## src/rtl/gcd_pkg.sv

```systemverilog
// Shared types and constants for the subtractive GCD controller and its datapath.
package gcd_pkg;

    localparam int DATA_W = 16;

    typedef enum logic [2:0] {
        IDLE,
        LOAD_A,
        LOAD_B,
        CMP,
        SUB_A,
        SUB_B,
        DONE,
        ERR
    } gcd_state_t;

endpackage

```

## src/rtl/gcd_controller_if.sv

```systemverilog
// Control/status bundle between the GCD controller (master) and its datapath/host side (slave).
interface gcd_controller_if
    import gcd_pkg::*;
#(
    parameter int CNT_W = 16
);
    logic             start;
    logic             lt;
    logic             gt;
    logic             eq;
    logic             lda;
    logic             ldb;
    logic             sel1;
    logic             sel2;
    logic             selin;
    logic             busy;
    logic             done;
    logic             err;
    logic [CNT_W-1:0] iter_cnt;

    modport master (
        input  start, lt, gt, eq,
        output lda, ldb, sel1, sel2, selin, busy, done, err, iter_cnt
    );

    modport slave (
        output start, lt, gt, eq,
        input  lda, ldb, sel1, sel2, selin, busy, done, err, iter_cnt
    );

endinterface

```

## src/rtl/gcd_iter_counter.sv

```systemverilog
// Subtraction counter with synchronous clear, increment enable and a terminal compare against MAX_ITER.
module gcd_iter_counter
    import gcd_pkg::*;
#(
    parameter int          CNT_W    = 16,
    parameter int unsigned MAX_ITER = 2**CNT_W - 1
) (
    input  logic             clk,
    input  logic             rst_n,
    input  logic             i_clr,
    input  logic             i_inc,
    output logic [CNT_W-1:0] o_cnt,
    output logic             o_at_max
);

    localparam logic [CNT_W-1:0] LIMIT = MAX_ITER[CNT_W-1:0];

    logic [CNT_W-1:0] r_cnt;

    // No wrap guard needed: the controller aborts before incrementing past LIMIT.
    always_ff @(posedge clk or negedge rst_n) begin
        if (!rst_n) begin
            r_cnt <= '0;
        end else if (i_clr) begin
            r_cnt <= '0;
        end else if (i_inc) begin
            r_cnt <= r_cnt + 1'b1;
        end
    end

    assign o_cnt    = r_cnt;
    assign o_at_max = (r_cnt == LIMIT);

endmodule

```

## src/rtl/gcd_controller.sv

```systemverilog
// Moore control FSM for the 16-bit subtractive GCD datapath: load A, load B, compare/subtract until equal.
module gcd_controller
    import gcd_pkg::*;
#(
    parameter int          CNT_W    = 16,
    parameter int unsigned MAX_ITER = 2**CNT_W - 1
) (
    input  logic                    clk,
    input  logic                    rst_n,
    gcd_controller_if.master        bus_if
);

    gcd_state_t       r_state;
    gcd_state_t       w_next;
    logic             r_lda;
    logic             r_ldb;
    logic             r_sel1;
    logic             r_sel2;
    logic             r_selin;
    logic             r_busy;
    logic             r_done;
    logic             r_err;
    logic             w_clr;
    logic             w_inc;
    logic             w_at_max;
    logic             w_flags_bad;
    logic [CNT_W-1:0] w_cnt;

    assign w_flags_bad = !$onehot({bus_if.lt, bus_if.gt, bus_if.eq});
    assign w_clr       = (r_state == IDLE) && bus_if.start;
    assign w_inc       = (r_state == SUB_A) || (r_state == SUB_B);

    gcd_iter_counter #(
        .CNT_W    (CNT_W),
        .MAX_ITER (MAX_ITER)
    ) u_iter_counter (
        .clk      (clk),
        .rst_n    (rst_n),
        .i_clr    (w_clr),
        .i_inc    (w_inc),
        .o_cnt    (w_cnt),
        .o_at_max (w_at_max)
    );

    always_comb begin
        w_next = r_state;
        case (r_state)
            IDLE:   if (bus_if.start) w_next = LOAD_A;
            LOAD_A: w_next = LOAD_B;
            LOAD_B: w_next = CMP;
            CMP: begin
                if (w_flags_bad)    w_next = ERR;
                else if (bus_if.eq) w_next = DONE;
                else if (w_at_max)  w_next = ERR;
                else if (bus_if.gt) w_next = SUB_A;
                else                w_next = SUB_B;
            end
            SUB_A:  w_next = CMP;
            SUB_B:  w_next = CMP;
            DONE:   w_next = IDLE;
            ERR:    w_next = IDLE;
            default: w_next = IDLE;
        endcase
    end

    // Outputs are decoded from the next state so the registered copies always match r_state.
    always_ff @(posedge clk or negedge rst_n) begin
        if (!rst_n) begin
            r_state <= IDLE;
            r_lda   <= 1'b0;
            r_ldb   <= 1'b0;
            r_sel1  <= 1'b0;
            r_sel2  <= 1'b0;
            r_selin <= 1'b0;
            r_busy  <= 1'b0;
            r_done  <= 1'b0;
            r_err   <= 1'b0;
        end else begin
            r_state <= w_next;
            r_lda   <= (w_next == LOAD_A) || (w_next == SUB_A);
            r_ldb   <= (w_next == LOAD_B) || (w_next == SUB_B);
            r_sel1  <= (w_next == SUB_B);
            r_sel2  <= (w_next == SUB_A);
            r_selin <= (w_next == LOAD_A) || (w_next == LOAD_B);
            r_busy  <= (w_next != IDLE);
            r_done  <= (w_next == DONE);
            r_err   <= (w_next == ERR);
        end
    end

    assign bus_if.lda      = r_lda;
    assign bus_if.ldb      = r_ldb;
    assign bus_if.sel1     = r_sel1;
    assign bus_if.sel2     = r_sel2;
    assign bus_if.selin    = r_selin;
    assign bus_if.busy     = r_busy;
    assign bus_if.done     = r_done;
    assign bus_if.err      = r_err;
    assign bus_if.iter_cnt = w_cnt;

endmodule

```

## src/flat_wrapper.sv

```systemverilog
// flat-port wrapper written by rule: the top's interface ports become plain ports
module gcd_controller_flat import gcd_pkg::*;
#(
    parameter int          CNT_W    = 16,
    parameter int unsigned MAX_ITER = 2**CNT_W - 1
)
  (clk, rst_n, bus_if_start, bus_if_lt, bus_if_gt, bus_if_eq, bus_if_lda, bus_if_ldb, bus_if_sel1, bus_if_sel2, bus_if_selin, bus_if_busy, bus_if_done, bus_if_err, bus_if_iter_cnt);
  gcd_controller_if #(.CNT_W(CNT_W)) bus_if_i ();
  input  logic clk;
  input  logic rst_n;
  input wire logic [$bits(bus_if_i.start)-1:0] bus_if_start;
  input wire logic [$bits(bus_if_i.lt)-1:0] bus_if_lt;
  input wire logic [$bits(bus_if_i.gt)-1:0] bus_if_gt;
  input wire logic [$bits(bus_if_i.eq)-1:0] bus_if_eq;
  output wire logic [$bits(bus_if_i.lda)-1:0] bus_if_lda;
  output wire logic [$bits(bus_if_i.ldb)-1:0] bus_if_ldb;
  output wire logic [$bits(bus_if_i.sel1)-1:0] bus_if_sel1;
  output wire logic [$bits(bus_if_i.sel2)-1:0] bus_if_sel2;
  output wire logic [$bits(bus_if_i.selin)-1:0] bus_if_selin;
  output wire logic [$bits(bus_if_i.busy)-1:0] bus_if_busy;
  output wire logic [$bits(bus_if_i.done)-1:0] bus_if_done;
  output wire logic [$bits(bus_if_i.err)-1:0] bus_if_err;
  output wire logic [$bits(bus_if_i.iter_cnt)-1:0] bus_if_iter_cnt;
  assign bus_if_i.start = bus_if_start;
  assign bus_if_i.lt = bus_if_lt;
  assign bus_if_i.gt = bus_if_gt;
  assign bus_if_i.eq = bus_if_eq;
  assign bus_if_lda = bus_if_i.lda;
  assign bus_if_ldb = bus_if_i.ldb;
  assign bus_if_sel1 = bus_if_i.sel1;
  assign bus_if_sel2 = bus_if_i.sel2;
  assign bus_if_selin = bus_if_i.selin;
  assign bus_if_busy = bus_if_i.busy;
  assign bus_if_done = bus_if_i.done;
  assign bus_if_err = bus_if_i.err;
  assign bus_if_iter_cnt = bus_if_i.iter_cnt;
  gcd_controller #(.CNT_W(CNT_W), .MAX_ITER(MAX_ITER)) u_core (.clk(clk), .rst_n(rst_n), .bus_if(bus_if_i));
endmodule
```

## config.mk

```make
export PLATFORM = sky130hd
export DESIGN_NAME = gcd_controller_flat
export DESIGN_NICKNAME = d
export VERILOG_FILES = /design/src/rtl/gcd_pkg.sv /design/src/rtl/gcd_controller_if.sv /design/src/rtl/gcd_iter_counter.sv /design/src/rtl/gcd_controller.sv /design/src/flat_wrapper.sv
export SDC_FILE = /design/constraint.sdc
export NUM_CORES = 1
export LEC_CHECK = 0
export BUFFER_PORTS_ARGS = -buffer_cell sky130_fd_sc_hd__buf_4
export CAP_MARGIN = 20
export CORE_MARGIN = 2
export CORE_UTILIZATION = 40
export CTS_BUF_LIST = sky130_fd_sc_hd__clkbuf_2 sky130_fd_sc_hd__clkbuf_4 sky130_fd_sc_hd__clkbuf_8
export CTS_CLUSTER_DIAMETER = 40
export CTS_CLUSTER_SIZE = 20
export DETAILED_ROUTE_END_ITERATION = 16
export GPL_TIMING_DRIVEN = 0
export PLACE_DENSITY = 0.71
export SLEW_MARGIN = 15
export SYNTH_ARGS = -nofsm -noshare
export SYNTH_HDL_FRONTEND = slang
export SYNTH_HIERARCHICAL = 1
export SYNTH_SLANG_ARGS = --single-unit
```

## constraint.sdc

```tcl
create_clock -name clk -period 1.8 [get_ports clk]
set_input_delay 0 -clock clk [delete_from_list [all_inputs] [get_ports clk]]
set_output_delay 0 -clock clk [all_outputs]
set_load 0.05 [all_outputs]
```

==> results of run 1 <==
==> through the flow <==
step / std cells / hold slack [ps] / area, um2
final: 235 / 95.2 / 2020
after global placement: 207 / -66.8 / 1690
after global routing: 235 / 92.2 / 2020
after detailed placement: 207 / -66.6 / 1690
after CTS: 222 / 60.3 / 1850
after floorplan: 132 / -296 / 1410
==> where the power goes <==
part | leakage [nW] | internal [mW] | switching [mW]
logic | 0.568 | 0.477 | 0.750
registers | 0.351 | 0.736 | 0.106
clock network | 0.0184 | 0.102 | 0.171
total | 0.938 | 1.32 | 1.03
==> layout make-up <==
class	count	share of cell area [%]
clock buffers	4	1.48
plain buffers	6	2.97
inverters	6	1.11
multi-input cells	93	36.8
repair buffers	53	21.0
flip-flops and latches	27	33.8
well taps	46	2.84
==> critical path: cells and delay by family (launching register included) <==
family                 cells  cell delay (ps)
AND/OR/NAND/NOR            2              750
buffers and inverters      3              430
flip-flops                 1              400
AO/OA/AOI/OAI              2              310
==> path summary, 6_finish.rpt <==
kind / startpoint / to / slack [ps] / depth (start not counted)
min in group asynchronous: rst_n / u_core/u_iter_counter/o_cnt[4] / 120 / 2
setup reg to reg: u_core/r_state[2] / u_core/u_iter_counter/o_cnt[14] / -150 / 7
hold / removal: bus_if_gt / u_core/bus_if.ldb / 100 / 4
hold reg to reg: u_core/u_iter_counter/o_cnt[11] / u_core/u_iter_counter/o_cnt[11] / 600 / 2
setup / recovery: u_core/r_state[2] / u_core/u_iter_counter/o_cnt[14] / -150 / 7
max in group asynchronous: rst_n / u_core/u_iter_counter/o_cnt[11] / 1410 / 2
==> timing repair <==
action                                  in CTS  in global routing
buffers inserted                             8                 13
pin swaps                                    5                 12
hold buffers                                 3                  0
endpoints found under the setup margin      13                 22
hold endpoints to repair                    31                  0
resized for setup                            5                 17
==> placed cells by master, fill, tap and decap left out, types with 3 or more instances in the layout <==
master | Yosys | final
dfrtp_1 | 27 | 21
buf_4 | 1 | 48
a21oi_1 | 6 | 4
nor3_4 | 1 | 3
buf_6 | 1 | 5
clkbuf_4 | 0 | 4
dfrtp_2 | 0 | 6
nor2_1 | 17 | 16
nor3_1 | 7 | 3
nand3_1 | 5 | 5
inv_1 | 6 | 6
dlygate4sd3_1 | 0 | 3
nand4_1 | 3 | 3
nor4_1 | 5 | 3
nand2_1 | 5 | 5
xnor2_1 | 9 | 9
or3_1 | 3 | 3
==> cell families after synthesis <==
family	synth area share, %
AO/OA/AOI/OAI	8.31
AND/OR/NAND/NOR	26.4
multiplexers	1.55
adder cells (fa/ha/maj)	2.37
buffers and inverters	5.02
XOR/XNOR	7.03
flip-flops	49.3
==> registers in the layout, indices dropped and copies added, names as in the netlist <==
register	flops
u_core/bus_if.busy	1
u_core/bus_if.ldb	1
u_core/bus_if.sel1	1
u_core/bus_if.selin	1
u_core/bus_if.done	1
u_core/bus_if.sel2	1
u_core/bus_if.lda	1
u_core/r_state	3
u_core/bus_if.err	1
u_core/u_iter_counter/o_cnt	16
==> layer usage <==
layer	track usage, %	vias to the layer above	share of wire [%]
li1	-	582	-
met1	18.0	600	42
met2	30.6	16	55
met3	2.16	2	2.1
met4	6.67	0	0.47
met5	0	-	0
==> results.md, run 1 <==
* Crit-path cells: buf_6 > nor4b_4 > clkbuf_8 > buf_12 > o2111ai_4 > or4_1 > a21oi_2
* Total grt overflow at 0
* CTS tree: done
* Die X at 62.5 um
* Post-Syn Instances at roughly 130
* Clk_lat worst skew at between 300 and 400 ps
* Longest Clk Path Bufs at 2
* GRT Util Overall at around 16%
* Fmax at around 0.51 GHz
* Sequential fraction of the synthesis area at approximately 50%
* Initial antenna violation count at 0
* Most common library cells after synthesis: dfrtp_1, nor2_1, xnor2_1
* Post-Place Setup Slack at -200 ps
* CTS sink cnt at 27
* Starting Density at about two fifths
* Final HPWL DP at just over 2 mm
* Final Hold Fails at 0
* Number of H-tree levels at 1
* PD cells at around 1200 nW/um2
* Clock slew at reported path FFs at ~140 ps
* # setup viols final at 9
* Core area at ~3300 um2
* # IOs at 30
* CP Data Arrival Time at 2210 ps
* CTS buffer count at 3
* Total Neg Setup Slack at -751 ps
* Mapped cell area at ~1400 um2
* Yosys reg bits at 27
* Post-route DRC at 0
* Ys flop type: dfrtp_1
* Fin crit share at 108%
* Fin util at about three fifths
* Clock Root Buffer: clkbuf_4
* Mean Syn Cell Area at a little over 10 um2
* Outcome: finished with violations
* Critical Path End Type: flop
* Routed WL at roughly 3.2 mm
* Required time worst endpoint at 2060 ps
* Final ANT Viol Nets at 0
* Site row count at 21
* Area growth syn-to-layout at 47.7%
* Chip height at 62.5 um
* Placer congestion estimate at 0.769
* Antenna cell count at 0
* Class of the worst hold path: in -> reg
* Number of library cell types mapped by synthesis at 43
* Vias at 1200
* Die area at 3910 um2
* Setup WS post-layout at -150 ps
* Total power draw at approximately 2.3 mW
* Crit Path Class: reg -> reg
* Multi-input gate area at about 740 um2
* Leak at 0.938 nW
* Number of port buffers at 29
* Worst vdd ir at ~0.65 mV
* Synth top area cells: dfrtp_1, xnor2_1, nor2_1, nor3_1, nor4_1
* Relative slew slack at between 70 and 80%
* YS warnings at 6
* Clk_skew at between 5 and 6 ps
* Max_cap viols at 0
* Iteration count of the initial detailed-routing pass at 4
* Largest net degree at the start of global routing at 28
* Min cycle time layout at just under 2000 ps
* FF/Latch Area at slightly below 700 um2
* Most frequent cell after synthesis: dfrtp_1
* CP Max Fanout at 6
* Mapped Nets at 140
* Layout cells sized above 1 at around 47%
* 1st-iter DRT viols at 64
* RSZ-0062 raised after global routing: yes
* Critical-path top delay cell: or4_1
* Slew Limit Fails at 0
* FILL cells at a little over 300
* Vias per cell at slightly above 5
* Vias in the first global route at approximately 1200
* First-pass GRT wire length at roughly 5 mm
* Worst setup SP type: flop
* CP max stage delay at between 400 and 500 ps
* Slew @ Worst Pin at between 300 and 400 ps
* Failing checks: negative setup slack
* EDFF count, synth at 0
* Fraction of registers with async set/reset at 100%
* Wire per inst at between 10 and 15 um
* Synth area leader: dfrtp_1
* Final #Nets at just under 200
* Synth top area share at about half
No activity file was read; power rests on OpenSTA's default activity.
==> run 2: changes to the inputs <==
--- a/config.mk
+++ b/config.mk
@@ -15,6 +15,7 @@
 export DETAILED_ROUTE_END_ITERATION = 16
 export GPL_TIMING_DRIVEN = 0
 export PLACE_DENSITY = 0.71
+export SKIP_LAST_GASP = 1
 export SLEW_MARGIN = 15
 export SYNTH_ARGS = -nofsm -noshare
 export SYNTH_HDL_FRONTEND = slang
==> results.md, run 2 (same netlist as run 1, synthesis figures left out) <==
* Starting Density at 41.4% (unchanged)
* Number of port buffers at 29 (unchanged)
* Setup WS post-layout at -150 ps (about the same)
* Wire per inst at 13.5 um (about the same)
* Sw frac at 43.8% (was 43.9%)
* Clk_skew at 5.97 ps (about the same)
* Final ANT Viol Nets at 0 (unchanged)
* Die area at 3910 um2 (unchanged)
* Min cycle time layout at 1950 ps (about the same)
* Site row count at 21 (unchanged)
* Relative slew slack at 77.5% (about the same)
* Clock Root Buffer: clkbuf_4 (unchanged)
* GRT Util Overall at 16.2% (unchanged)
* Clk_lat worst skew at 320 ps (about the same)
* First-pass GRT wire length at 5.15 mm (unchanged)
* Die X at 62.5 um (unchanged)
* Commonest non-fill, non-tap cells in the layout: buf_4, dfrtp_1, nor2_1 (unchanged)
* Clock power share at 11.6% (about the same)
* Clock slew at reported path FFs at 140 ps (about the same)
* PD cells at 1160 nW/um2 (about the same)
* Layout cells sized above 1 at 46.6% (was 47.1%)
* Vias per cell at 5.10 (was 5.11)
* Vias in the first global route at 1233 (unchanged)
* Fin crit share at 108% (about the same)
* Final Hold Fails at 0 (unchanged)
* Max FFs per register at 16 (unchanged)
* Antenna cell count at 0 (unchanged)
* Number of H-tree levels at 1 (unchanged)
* Most common cell after layout, fill and taps aside: buf_4 (unchanged)
* Psw at 1.03 mW (about the same)
* Chip height at 62.5 um (unchanged)
* Slew @ Worst Pin at 337 ps (about the same)
* # setup viols final at 9 (unchanged)
* CTS buffer count at 3 (unchanged)
* Iteration count of the initial detailed-routing pass at 4 (unchanged)
* Fmax at 0.513 GHz (about the same)
* Routed WL at 3.17 mm (about the same)
* Post-route DRC at 0 (unchanged)
* Worst setup SP type: flop (unchanged)
* Longest Clk Path Bufs at 2 (unchanged)
* CP max stage delay at 460 ps (about the same)
* # IOs at 30 (unchanged)
* CP Max Fanout at 6 (unchanged)
* Class of the worst hold path: in -> reg (unchanged)
* Leak at 0.938 nW (about the same)
* Core area at 3310 um2 (unchanged)
* Initial antenna violation count at 0 (unchanged)
* Failing checks: negative setup slack (unchanged)
* Post-Place Setup Slack at -200 ps (unchanged)
* Placer congestion estimate at 0.769 (unchanged)
* Max_cap viols at 0 (unchanged)
* Internal Power at 1.32 mW (about the same)
* Final #Nets at 198 (unchanged)
* Total power draw at 2.34 mW (about the same)
* Critical Path End Type: flop (unchanged)
* Crit-path cells: buf_6 > nor4b_4 > clkbuf_8 > buf_12 > o2111ai_4 > or4_1 > a21oi_2 (unchanged)
* 1st-iter DRT viols at 61 (was 64)
* Largest net degree at the start of global routing at 28 (unchanged)
* Top Family by Delay on Critical Path: simple AND/OR/NAND/NOR gates (unchanged)
* Critical-path top delay cell: or4_1 (unchanged)
* Area after DPL at 1690 um2 (unchanged)
* Total grt overflow at 0 (unchanged)
* Worst vdd ir at 0.647 mV (unchanged)
* Required time worst endpoint at 2060 ps (about the same)
* Area growth syn-to-layout at 47.4% (was 47.7%)
* Fin util at 61.0% (was 61.1%)
* Slew Limit Fails at 0 (unchanged)
* Reg power frac at 36.0% (about the same)
* Worst path bufs/invs at 3 (unchanged)
* Outcome: finished with violations (unchanged)
* Final instance area at 2020 um2 (about the same)
* Vias at 1198 (was 1200)
* Total Neg Setup Slack at -751 ps (about the same)
* CTS tree: done (unchanged)
* CP Data Arrival Time at 2210 ps (about the same)
* Crit Path Class: reg -> reg (unchanged)
* CTS sink cnt at 27 (unchanged)
* Final HPWL DP at 2.04 mm (unchanged)
* RSZ-0062 raised after global routing: yes (unchanged)
* Logic pwr share at 52.4% (about the same)
-- run 2: cell counts in the layout (fill, tap and decap cells not counted) --
Identical to the previous run, type by type.
-- run 2: worst register-to-register path: cells and delay by family, from the launching register on --
| family | cells | cell delay [ps] |
|---|---|---|
| simple gates | 2 | 750 |
| buf+inv | 3 | 430 |
| flops | 1 | 400 |
| compound gates | 2 | 310 |
-- run 2: what timing repair did --
item                       in CTS  in global routing
pin swaps                       5                 12
hold endpoints to repair       31                  0
hold buffers                    3                  0
gates resized for setup         5                 16
buffers inserted                8                 13
setup endpoints to repair      13                 22
-- run 2: per-layer routing --
layer	GRT usage [%]	routed length (um)	vias up
met1	18.0	1340	598
met2	30.6	1740	16
met3	2.16	71	2
met4	6.67	15	0
li1	-	-	582
met5	0	0	-
-- run 2: power by group through the flow --
stage,clock network (mW),registers (mW),logic (mW)
global placement,0,0.874,1.00
finish,0.273,0.842,1.23
floorplan,0,1.20,0.418
detailed placement,0,0.878,1.03
global route,0.312,0.859,1.32
CTS,0.288,0.872,1.13
-- run 2: area by class of cell --
cell class,count,area (um2)
fill,299,1290
multi-input combinational,93,741
sequential,27,683
timing repair buffer,53,425
buffer,6,60.1
tap,46,57.6
clock buffer,4,30.0
inverter,6,22.5
-- run 2: metrics by stage --
stage / instances / hold slack (ps)
4_1_cts: 222 / 60.3
2_1_floorplan: 132 / -296
3_3_place_gp: 207 / -66.8
6_report: 235 / 95.2
3_5_place_dp: 207 / -66.6
5_1_grt: 235 / 92.2
-- run 2: final timing paths --
check | startpoint | endpoint | slack, ps | depth (start not counted)
setup / recovery | u_core/r_state[2] | u_core/u_iter_counter/o_cnt[14] | -150 | 7
hold / removal | bus_if_gt | u_core/bus_if.ldb | 100 | 4
setup reg to reg | u_core/r_state[2] | u_core/u_iter_counter/o_cnt[14] | -150 | 7
hold reg to reg | u_core/u_iter_counter/o_cnt[11] | u_core/u_iter_counter/o_cnt[11] | 600 | 2
max in group asynchronous | rst_n | u_core/u_iter_counter/o_cnt[11] | 1410 | 2
min in group asynchronous | rst_n | u_core/u_iter_counter/o_cnt[4] | 110 | 2
